File: config.mk
export PLATFORM = sky130hd
export DESIGN_NAME = demux2b16_slot
export DESIGN_NICKNAME = d
export VERILOG_FILES = /design/src/rtl/demux2b16_slot_pkg.sv /design/src/rtl/demux2b16_slot_slot.sv /design/src/rtl/demux2b16_slot.sv
export SDC_FILE = /design/constraint.sdc
export NUM_CORES = 1
export LEC_CHECK = 0
export ABC_AREA = 1
export CAP_MARGIN = 20
export CORE_ASPECT_RATIO = 1.75
export CORE_MARGIN = 2
export CORE_UTILIZATION = 35
export DETAILED_ROUTE_END_ITERATION = 12
export PLACE_DENSITY_LB_ADDON = 0.2
export SYNTH_ARGS = -nofsm -noshare
export SYNTH_HDL_FRONTEND = slang
export SYNTH_SLANG_ARGS = --single-unit
export TNS_END_PERCENT = 10
File: constraint.sdc
create_clock -name CLK -period 1.8 [get_ports CLK]
set_clock_uncertainty 0.15 [all_clocks]
set_input_delay 0.54 -clock CLK [delete_from_list [all_inputs] [get_ports CLK]]
set_output_delay 0.54 -clock CLK [all_outputs]
set_load 0.1 [all_outputs]
File: src/rtl/demux2b16_slot_pkg.sv
//------------------------------------------------------------------------------
// Module   : demux2b16_slot_pkg
// Brief    : Shared select encoding and defaults for the 1:4 write-side router.
// Revision : 1.0 - initial release
//------------------------------------------------------------------------------
`default_nettype none

package demux2b16_slot_pkg;

   localparam int DEFAULT_WIDTH = 16;
   localparam int NUM_SLOTS     = 4;
   localparam int CNT_WIDTH     = 8;

   // Same encoding as the 4:1 source mux on the read side.
   localparam logic [1:0] SEL_A = 2'b00;
   localparam logic [1:0] SEL_B = 2'b01;
   localparam logic [1:0] SEL_C = 2'b10;
   localparam logic [1:0] SEL_D = 2'b11;

   function automatic logic [NUM_SLOTS-1:0] op_decode(input logic [1:0] op);
      logic [NUM_SLOTS-1:0] onehot;
      onehot = '0;
      case (op)
         SEL_A:   onehot[0] = 1'b1;
         SEL_B:   onehot[1] = 1'b1;
         SEL_C:   onehot[2] = 1'b1;
         default: onehot[3] = 1'b1;
      endcase
      return onehot;
   endfunction

endpackage : demux2b16_slot_pkg

`default_nettype wire

File: src/rtl/demux2b16_slot_slot.sv
//------------------------------------------------------------------------------
// Module   : demux_slot
// Brief    : One-entry holding register with load/drain handshake and, when
//            DEMUX2B16_SLOT_CNT_EN is defined, an 8-bit wrapping drain counter.
// Revision : 1.0 - initial release
//------------------------------------------------------------------------------
`default_nettype none

module demux_slot
   import demux2b16_slot_pkg::*;
#(
   parameter int WIDTH = DEFAULT_WIDTH
) (
   input  logic                 clk,
   input  logic                 rst_n,
   input  logic                 i_load,
   input  logic [WIDTH-1:0]     i_data,
   input  logic                 i_ready,
   output logic                 o_valid,
   output logic [WIDTH-1:0]     o_data
`ifdef DEMUX2B16_SLOT_CNT_EN
   ,
   input  logic                 i_cnt_clr,
   output logic [CNT_WIDTH-1:0] o_cnt
`endif
);

   logic             r_valid;
   logic [WIDTH-1:0] r_data;
   logic             w_drain;

   // Ready on an empty slot is meaningless and must not count as a drain.
   assign w_drain = r_valid & i_ready;

   always_ff @(posedge clk or negedge rst_n) begin
      if (!rst_n) begin
         r_valid <= 1'b0;
         r_data  <= '0;
      end else begin
         if (i_load) begin
            r_valid <= 1'b1;
            r_data  <= i_data;
         end else if (w_drain) begin
            r_valid <= 1'b0;
         end
      end
   end

   assign o_valid = r_valid;
   assign o_data  = r_data;

`ifdef DEMUX2B16_SLOT_CNT_EN
   logic [CNT_WIDTH-1:0] r_cnt;

   always_ff @(posedge clk or negedge rst_n) begin
      if (!rst_n) begin
         r_cnt <= '0;
      end else if (i_cnt_clr) begin
         r_cnt <= '0;
      end else if (w_drain) begin
         r_cnt <= r_cnt + 1'b1;
      end
   end

   assign o_cnt = r_cnt;
`endif

endmodule : demux_slot

`default_nettype wire

File: src/rtl/demux2b16_slot.sv
//------------------------------------------------------------------------------
// Module   : demux2b16_slot
// Brief    : 1:4 write-side router; one valid/ready input routed by OP into four
//            one-entry output slots. Optional macro DEMUX2B16_SLOT_CNT_EN adds
//            per-slot drain counters and CntClr.
// Revision : 1.0 - initial release
//------------------------------------------------------------------------------
`default_nettype none

module demux2b16_slot
   import demux2b16_slot_pkg::*;
#(
   parameter int WIDTH = DEFAULT_WIDTH
) (
   input  logic                 CLK,
   input  logic                 RST_N,
   input  logic [WIDTH-1:0]     In,
   input  logic [1:0]           OP,
   input  logic                 InValid,
   output logic                 InReady,
   output logic [WIDTH-1:0]     OutA,
   output logic [WIDTH-1:0]     OutB,
   output logic [WIDTH-1:0]     OutC,
   output logic [WIDTH-1:0]     OutD,
   output logic                 ValidA,
   output logic                 ValidB,
   output logic                 ValidC,
   output logic                 ValidD,
   input  logic                 ReadyA,
   input  logic                 ReadyB,
   input  logic                 ReadyC,
   input  logic                 ReadyD
`ifdef DEMUX2B16_SLOT_CNT_EN
   ,
   output logic [CNT_WIDTH-1:0] CntA,
   output logic [CNT_WIDTH-1:0] CntB,
   output logic [CNT_WIDTH-1:0] CntC,
   output logic [CNT_WIDTH-1:0] CntD,
   input  logic                 CntClr
`endif
);

   logic [NUM_SLOTS-1:0] w_sel;
   logic [NUM_SLOTS-1:0] w_load;
   logic [NUM_SLOTS-1:0] w_valid;
   logic [NUM_SLOTS-1:0] w_ready;
   logic [WIDTH-1:0]     w_data [NUM_SLOTS];
   logic                 w_accept;

   assign w_sel   = op_decode(OP);
   assign w_ready = {ReadyD, ReadyC, ReadyB, ReadyA};

   // A full slot can still accept when its consumer drains it in the same edge.
   assign InReady  = RST_N & (~w_valid[OP] | w_ready[OP]);
   assign w_accept = InValid & InReady;
   assign w_load   = w_sel & {NUM_SLOTS{w_accept}};

`ifdef DEMUX2B16_SLOT_CNT_EN
   logic [CNT_WIDTH-1:0] w_cnt [NUM_SLOTS];
`endif

   for (genvar gi = 0; gi < NUM_SLOTS; gi++) begin : g_slot
      demux_slot #(
         .WIDTH     (WIDTH)
      ) u_slot (
         .clk       (CLK),
         .rst_n     (RST_N),
         .i_load    (w_load[gi]),
         .i_data    (In),
         .i_ready   (w_ready[gi]),
         .o_valid   (w_valid[gi]),
         .o_data    (w_data[gi])
`ifdef DEMUX2B16_SLOT_CNT_EN
         ,
         .i_cnt_clr (CntClr),
         .o_cnt     (w_cnt[gi])
`endif
      );
   end

   assign OutA   = w_data[0];
   assign OutB   = w_data[1];
   assign OutC   = w_data[2];
   assign OutD   = w_data[3];
   assign ValidA = w_valid[0];
   assign ValidB = w_valid[1];
   assign ValidC = w_valid[2];
   assign ValidD = w_valid[3];

`ifdef DEMUX2B16_SLOT_CNT_EN
   assign CntA = w_cnt[0];
   assign CntB = w_cnt[1];
   assign CntC = w_cnt[2];
   assign CntD = w_cnt[3];
`endif

endmodule : demux2b16_slot

`default_nettype wire

* After elaboration in Yosys (flattened, before gate mapping) *
Index checks and enable logic that the tools add are counted.

word-level totals
  register bits after elaboration = 68
  output and inout port bits = 69

operators by class
  $lt $le $gt $ge = 1
  equal/unequal tests = 2
  muxes and demuxes = 16
  bitwise logic cells = 9
  reduce and logical (&&, ||, !) cells = 6

operators with widths
  kind                                                count
  2-to-1 mux 1 bit                                    14
  nonzero test 2 bit                                  4
  bitwise AND 1 bit                                   6
  bitwise AND 4 bit                                   1
  binary-select mux 1 bit (select 2 bit)              2
  < comparator 2 x 3 -> 1 bit, second input constant  1
  OR reduction 3 bit                                  1
  == test 2 x 1 -> 1 bit, second input constant       1
  == test 2 bit, second input constant                1
  zero test 2 bit                                     1
  NOT 1 bit                                           1
  OR 1 bit                                            1

* Longest topological paths before layout *
Gate-level depths: netlist of run 1.

  word-level depth = 8
  gate-level depth with buffers = 12

* Cells and area by module *
A second synthesis of run 1 with hierarchy kept.

second synthesis, totals
  cells, all modules = 319
  area total of the unflattened synthesis = 2855.2 um^2

modules (own cells, without submodules)
  module          times used  cells each  area each (um^2)
  demux_slot      4           72          675.6
  demux2b16_slot  1           31          152.6

* Worst setup path before layout of run 1 *
Ideal clock, no wire load.

  kind = reg2out
  start point = reg g_slot[3].u_slot.r_valid
  end point = out InReady
  arrival time = 3.316 ns
  required time = 1.110 ns
  setup slack = -2.206 ns
  cell stages (with the launch flop) = 6
  path buffers = 0
  cell sequence = dfrtp_1 nand2_1 nand2_1 nand2_1 nand2_1 a21boi_0

between the ends
  longest elaborated chain between the ends = 5

RTL lines
  what                                    line                       RTL
  start: declaration                      demux2b16_slot_slot.sv:28  logic r_valid;
  start signal: assignment                demux2b16_slot_slot.sv:37  r_valid <= 1'b0;
  start signal: assignment                demux2b16_slot_slot.sv:41  r_valid <= 1'b1;
  start signal: assignment                demux2b16_slot_slot.sv:44  r_valid <= 1'b0;
  binary-select mux 1 bit (select 2 bit)  demux2b16_slot.sv:54       assign InReady = RST_N & (~w_valid[OP] | w_ready[OP]);
  2-to-1 mux 1 bit (implied by the code)  demux2b16_slot.sv:54
  NOT 1 bit                               demux2b16_slot.sv:54
  OR 1 bit                                demux2b16_slot.sv:54
  bitwise AND 1 bit                       demux2b16_slot.sv:54
  end: declaration                        demux2b16_slot.sv:20       output logic InReady,

Every way passes these cells. The select of a mux whose other input is x is not followed.

* Final worst setup path of run 1 *
Ends and elaborated chain as after synthesis.

==> flow_summary.yaml, run 1 <==
routing:
  wl_met3_um: 353
  top_layer_used: "met4"
  drc_errors: 0
  m1WireLength_um: 3230
  routedWlPerCell_um: 15.6
  ant_nets: 0
  drt_first_iter_violations: 177
  drtPass1Iterations: 4
  viasPerCell: 4.67
  num_vias: 2523
  met2_length_um: 4630
  wl_um: 8420
worst_setup_path:
  path_cells: "nand2_2 -> nand2_1 -> nand2_1 -> nand2_2 -> a21boi_4 -> buf_12"
  cpPeakStageDelay_ns: 0.48
  cp.arrival_ns: 1.41
  worst-endpoint-required_ns: 1.11
  crit_fanout: 2
  path_class: "reg -> out"
  cp-end-kind: "output port"
  cp-start-kind: "flop"
  crit_slowest_cell: "dfrtp_4"
power:
  p_per_area_nw_per_um2: 1600
  p_leak_nw: 2.59
  vdd_ir_drop_max_uv: 1090
synthesis:
  seq_area_frac_synth_pct: 61.2
  synthAdderAreaFrac_pct: 0
  synthesis.nets: 341
  synth_mux_area_share_pct: 0
  synth_top_area_share_pct: 61.2
  synth_top_family_by_area: "simple AND/OR/NAND/NOR gates"
  synth-compound-area-share_pct: 0.990
  synth-simple-area-share_pct: 33.6
  synth_top_cell_by_area: "dfrtp_1"
  synthCells: 316
  ys_ff_latch: 68
  synth_area_leaders: "dfrtp_1 61%, nand2_1 28%, nor2_4 2.0%, nand4_2 1.8%, buf_6 1.6%"
  synth_warnings: 0
  synth-xor-area-share_pct: 0
  syn_area_per_cell_um2: 8.80
  syn_area_um2: 2780
  synth.distinct_cells: 17
cells_and_area:
  diodes: 0
  drive_above_1_share_pct: 33.8
  nets: 471
  fin_util_pct: 66.2
  final_area_um2: 5170
  instances_no_fill: 540
  areaGrowthSynthToFinish_pct: 85.9
global_routing:
  grt_max_degree: 52
  grt_pass1_wl_um: 13400
  grt-ovfl-total: 0
  antenna_found_initial: 0
  grt_pass1_vias: 2593
  grt.total_usage_pct: 20.5
clock_tree:
  cts_tree: "built"
  cts_max_level: 3
  insertion_delay_ns: 0.33
  cts_sinks: 68
  numCtsBuffers: 9
  clk_pin_slew_ns: 0.05
  cts-root-buf: "clkbuf_16"
  clockBufferDepth: 2
sta:
  tightest_slew_ns: 0.631
  drv_slew: 0
  clock.fmax_mhz: 476
  setup_viol: 7
  setup_ws_ns: -0.299
  min_period_ns: 2.10
  finalCritPeriodShare_pct: 117
  final_hold_viol_count: 0
  rsz0062_at_grt: "yes"
  maxSlewHeadroom_pct: 57.9
floorplan:
  core_area_um2: 7800
  start_util_pct: 35.6
  dieArea_um2: 8700
  io_pins: 94
  row_count: 43
  die_y_um: 122
  die_x_um: 71.4
place:
  place_area_um2: 4720
  dp_hpwl_um: 5960
  place_congestion: 0.828
  port_buffers: 93
  dp.cells: 517
outcome:
  outcome: "complete, but fails checks"
  violations: "negative setup slack"
flow_run:
  maxCapViolCount: 0
min_path:
  hold_class: "in -> async"
## report_power, final
| part | total (mW) | leakage, nW | switching, mW | internal (mW) |
|---|---|---|---|---|
| Clock | 1.69 | 0.142 | 0.630 | 1.06 |
| Combinational | 4.36 | 1.60 | 2.87 | 1.48 |
| Sequential | 2.23 | 0.853 | 0.377 | 1.85 |
| Total | 8.28 | 2.59 | 3.88 | 4.39 |
## sequential cells by signal (all words and copies together) (netlist names)
name	count
g_slot.u_slot.o_data	64
g_slot.u_slot.o_valid	4
## metrics by stage
| step | power, mW | TNS [ns] | setup WS [ns] | hold WS (ns) |
|---|---|---|---|---|
| detailed placement | 6.60 | -48.87 | -0.762 | 0.331 |
| global route | 8.52 | -3.32 | -0.343 | 0.269 |
| CTS | 8.31 | -2.79 | -0.316 | 0.221 |
| finish | 8.28 | -0.455 | -0.299 | 0.233 |
| floorplan | 4.74 | -0.396 | -0.392 | 0.0944 |
| global placement | 6.56 | -46.70 | -0.718 | 0.327 |
## kinds of logic after synthesis
group	Yosys count
flip-flops	68
AO/OA/AOI/OAI	5
buffers and inverters	21
AND/OR/NAND/NOR	222
## metal layers
layer | GRT usage [%] | vias up
met5 | 0 | -
met1 | 24.2 | 1232
met4 | 9.67 | 0
met2 | 34.7 | 58
li1 | - | 1220
met3 | 4.96 | 13
## layout by cell type, fill, tap and decap left out, types with 2 or more instances in the layout
cell type / instances
dfrtp_1: 64
nand4_4: 3
dfrtp_4: 4
buf_12: 76
clkinv_2: 3
buf_4: 28
buf_6: 2
inv_1: 8
clkbuf_16: 9
o21ai_0: 4
nand2_2: 10
nor2_4: 6
dlygate4sd2_1: 4
clkdlybuf4s50_1: 17
nand3_1: 2
nand2_1: 195
nor2_1: 2
## cells in the mapped netlist
cell type,instances
nand2_1,205
nand3_4,1
inv_2,2
buf_2,4
dfrtp_1,68
inv_1,8
clkbuf_1,2
nor2_4,5
a21boi_0,1
nor2_1,2
buf_6,4
nand4_2,4
buf_4,1
nand3_1,3
nor2_2,1
o21ai_0,4
nand2_4,1
## layout make-up
class                   count  area [um2]
fillers                   586        2630
flip-flops and latches     68        1720
multi-input cells         227        1030
clock inverters             5        53.8
inverters                  10        40.0
repair buffers            130        1980
well taps                  90         113
clock buffers              10         229
## critical path: cells and delay by family (launching register included)
kind | cells | cell delay, ns
AOI/OAI and AO/OA | 1 | 0.15
buffers and inverters | 1 | 0.19
DFF | 1 | 0.48
and+or+nand+nor | 4 | 0.26
## repair_timing
action,CTS,global route
endpoints found under the setup margin,72,69
hold endpoints to repair,4,0
hold buffers,1,0
pin swaps,17,10
setup buffers,4,4
gates resized for setup,21,8
## path summary, 6_finish.rpt
check,cells after the start,start,end,slack (ns)
setup / recovery,6,g_slot[3].u_slot.o_valid$_DFFE_PN0P_,InReady,-0.30
hold reg to reg,2,g_slot[3].u_slot.o_data[10]$_DFFE_PN0P_,g_slot[3].u_slot.o_data[10]$_DFFE_PN0P_,0.39
hold / removal,2,RST_N,g_slot[0].u_slot.o_data[15]$_DFFE_PN0P_,0.23
max in group asynchronous,3,RST_N,g_slot[3].u_slot.o_valid$_DFFE_PN0P_,0.82
setup reg to reg,11,g_slot[3].u_slot.o_valid$_DFFE_PN0P_,g_slot[1].u_slot.o_data[2]$_DFFE_PN0P_,-0.01
min in group CLK,2,g_slot[3].u_slot.o_data[10]$_DFFE_PN0P_,g_slot[3].u_slot.o_data[10]$_DFFE_PN0P_,0.39
No activity file was read; power rests on OpenSTA's default activity.
==> run 2, diff against run 1 <==
- CAP_MARGIN: 20 -> not set
- GPL_TIMING_DRIVEN: not set -> 0
==> run 2 against run 1 <==
The run still ends with negative setup slack left. Register-to-register slack lost 0.12 ns. Combinational power down 20%. Sequential share of layout area grew 8.7 points. Sequential cell count unchanged. Via count shrank 4.8%. Wire length down 5.4%. Clock power down 9%. Setup slack better by 0.022 ns. Die area stayed put. Global-route usage decreased by 0.73 points. Total power fell by 15%. Critical path type is now in -> out. Critical endpoint unchanged. Highest routed layer unchanged.
==> flow_summary.yaml, run 2 (synthesis gave the netlist of run 1 again) <==
outcome:
  outcome: "complete, but fails checks"
  violations: "negative setup slack"
clock_tree:
  clockBufferDepth: 2
  cts_sinks: 68
  insertion_delay_ns: 0.32
  cts_max_level: 3
  cts-root-buf: "clkbuf_16"
  clk_pin_slew_ns: 0.05
  cts_tree: "built"
  numCtsBuffers: 9
global_routing:
  grt_pass1_vias: 2535
  grt.total_usage_pct: 19.8
  grt-ovfl-total: 0
  grt_pass1_wl_um: 12900
  antenna_found_initial: 0
  grt_max_degree: 35
sta:
  finalCritPeriodShare_pct: 115
  clock.fmax_mhz: 482
  rsz0062_at_grt: "yes"
  setup_ws_ns: -0.277
  maxSlewHeadroom_pct: 76.4
  setup_viol: 45
  min_period_ns: 2.08
  final_hold_viol_count: 0
  timing.hold.ws_ns: 0.0323
  drv_slew: 0
  tightest_slew_ns: 0.354
worst_setup_path:
  cp.arrival_ns: 1.39
  crit_fanout: 2
  cp-end-kind: "output port"
  r2r_end: "g_slot[0].u_slot.o_data[7]$_DFFE_PN0P_"
  path_class: "in -> out"
  reg2reg_slack_ns: -0.13
  worst-endpoint-required_ns: 1.11
  r2r-start: "g_slot[0].u_slot.o_valid$_DFFE_PN0P_"
  cp-start-kind: "input pin"
  reg2reg_depth: 10
cells_and_area:
  seq_area_um2: 1720
  instances_no_fill: 518
  nets: 450
  final_common_cell: "nand2_1"
  fillCellCount: 772
  largest_register_ffs: 64
  diodes: 0
  areaGrowthSynthToFinish_pct: 47.4
  drive_above_1_share_pct: 29.2
  multiInputGateArea_um2: 992
  layout_common_cells: "199 x nand2_1, 64 x dfrtp_1, 47 x buf_4, 27 x clkbuf_4, 16 x clkdlybuf4s50_1"
routing:
  drtPass1Iterations: 4
  wl_um: 7970
  drt_first_iter_violations: 123
  drc_errors: 0
  viasPerCell: 4.64
  m1WireLength_um: 3070
  top_layer_used: "met4"
  num_vias: 2403
  routedWlPerCell_um: 15.4
  met2_length_um: 4400
  ant_nets: 0
  wl_met3_um: 338
power:
  vdd_ir_drop_max_uv: 919
  p_total_mw: 7.07
  p_leak_nw: 2.24
  p_per_area_nw_per_um2: 1730
place:
  dp_hpwl_um: 5450
  port_buffers: 91
  pre_cts_ws_ns: -1.94
  dp.cells: 497
  place_congestion: 0.820
floorplan:
  die_y_um: 122
  dieArea_um2: 8700
  start_util_pct: 35.6
  core_area_um2: 7800
  io_pins: 94
  row_count: 43
  die_x_um: 71.4
flow_run:
  maxCapViolCount: 0
min_path:
  hold_class: "in -> async"
run 2: cell count changes in the layout (fill, tap and decap cells not counted), sizes merged:
cell           delta
buf              -49
bufbuf            +1
bufinv            -1
clkbuf           +29
clkdlybuf4s50     -1
clkinv            -1
run 2: worst max path at each step:
stage,slack [ns],endpoint,depth (start not counted),from
6_report,-0.28,InReady,6,ReadyD
5_1_grt,-0.33,InReady,6,g_slot[0].u_slot.o_valid$_DFFE_PN0P_
4_1_cts,-0.31,InReady,6,g_slot[1].u_slot.o_valid$_DFFE_PN0P_
3_5_place_dp,-1.94,InReady,4,RST_N
3_3_place_gp,-3.98,InReady,4,RST_N
2_1_floorplan,-0.39,InReady,6,OP[0]
run 2: timing repair:
item | CTS | global route
pin swaps | 7 | 3
gates resized for setup | 412 | 37
hold endpoints to repair | 34 | 0
buffers inserted | 3 | 1
hold buffers | 2 | 0
setup endpoints to repair | 137 | 91
cloned | 1 | 0
run 2: per-layer routing:
metal	GRT usage, %	up-vias
met3	4.47	12
met4	8.96	0
met5	0	-
li1	-	1176
met1	23.2	1157
met2	33.9	58
run 2: layout make-up:
| class | instances | share of cell area (%) |
|---|---|---|
| plain buffers | 11 | 2.53 |
| clock buffers | 11 | 5.92 |
| clock inverters | 3 | 0.366 |
| inverters | 10 | 0.977 |
| multi-input cells | 227 | 24.2 |
| flip-flops and latches | 68 | 41.9 |
| well taps | 90 | 2.75 |
| repair buffers | 98 | 21.4 |
run 2: power breakdown:
part / switching (mW) / internal [mW]
clock: 0.595 / 0.945
sequential: 0.183 / 1.85
combinational: 2.86 / 0.636
run 2: stage by stage:
step	utilization [%]	cell area (um2)	setup TNS, ns
2_1_floorplan	-	2820	-0.396
3_3_place_gp	49.3	3850	-380.95
3_5_place_dp	49.3	3840	-84.25
4_1_cts	51.3	4000	-4.36
5_1_grt	52.5	4100	-8.29
6_report	52.5	4100	-3.58
run 2: worst max-delay path, stage by stage:
cell	delay, ns
dlygate4sd2_1	0.23
nand3_1	0.10
nand2_2	0.11
nor2_4	0.06
a21boi_4	0.16
buf_12	0.19
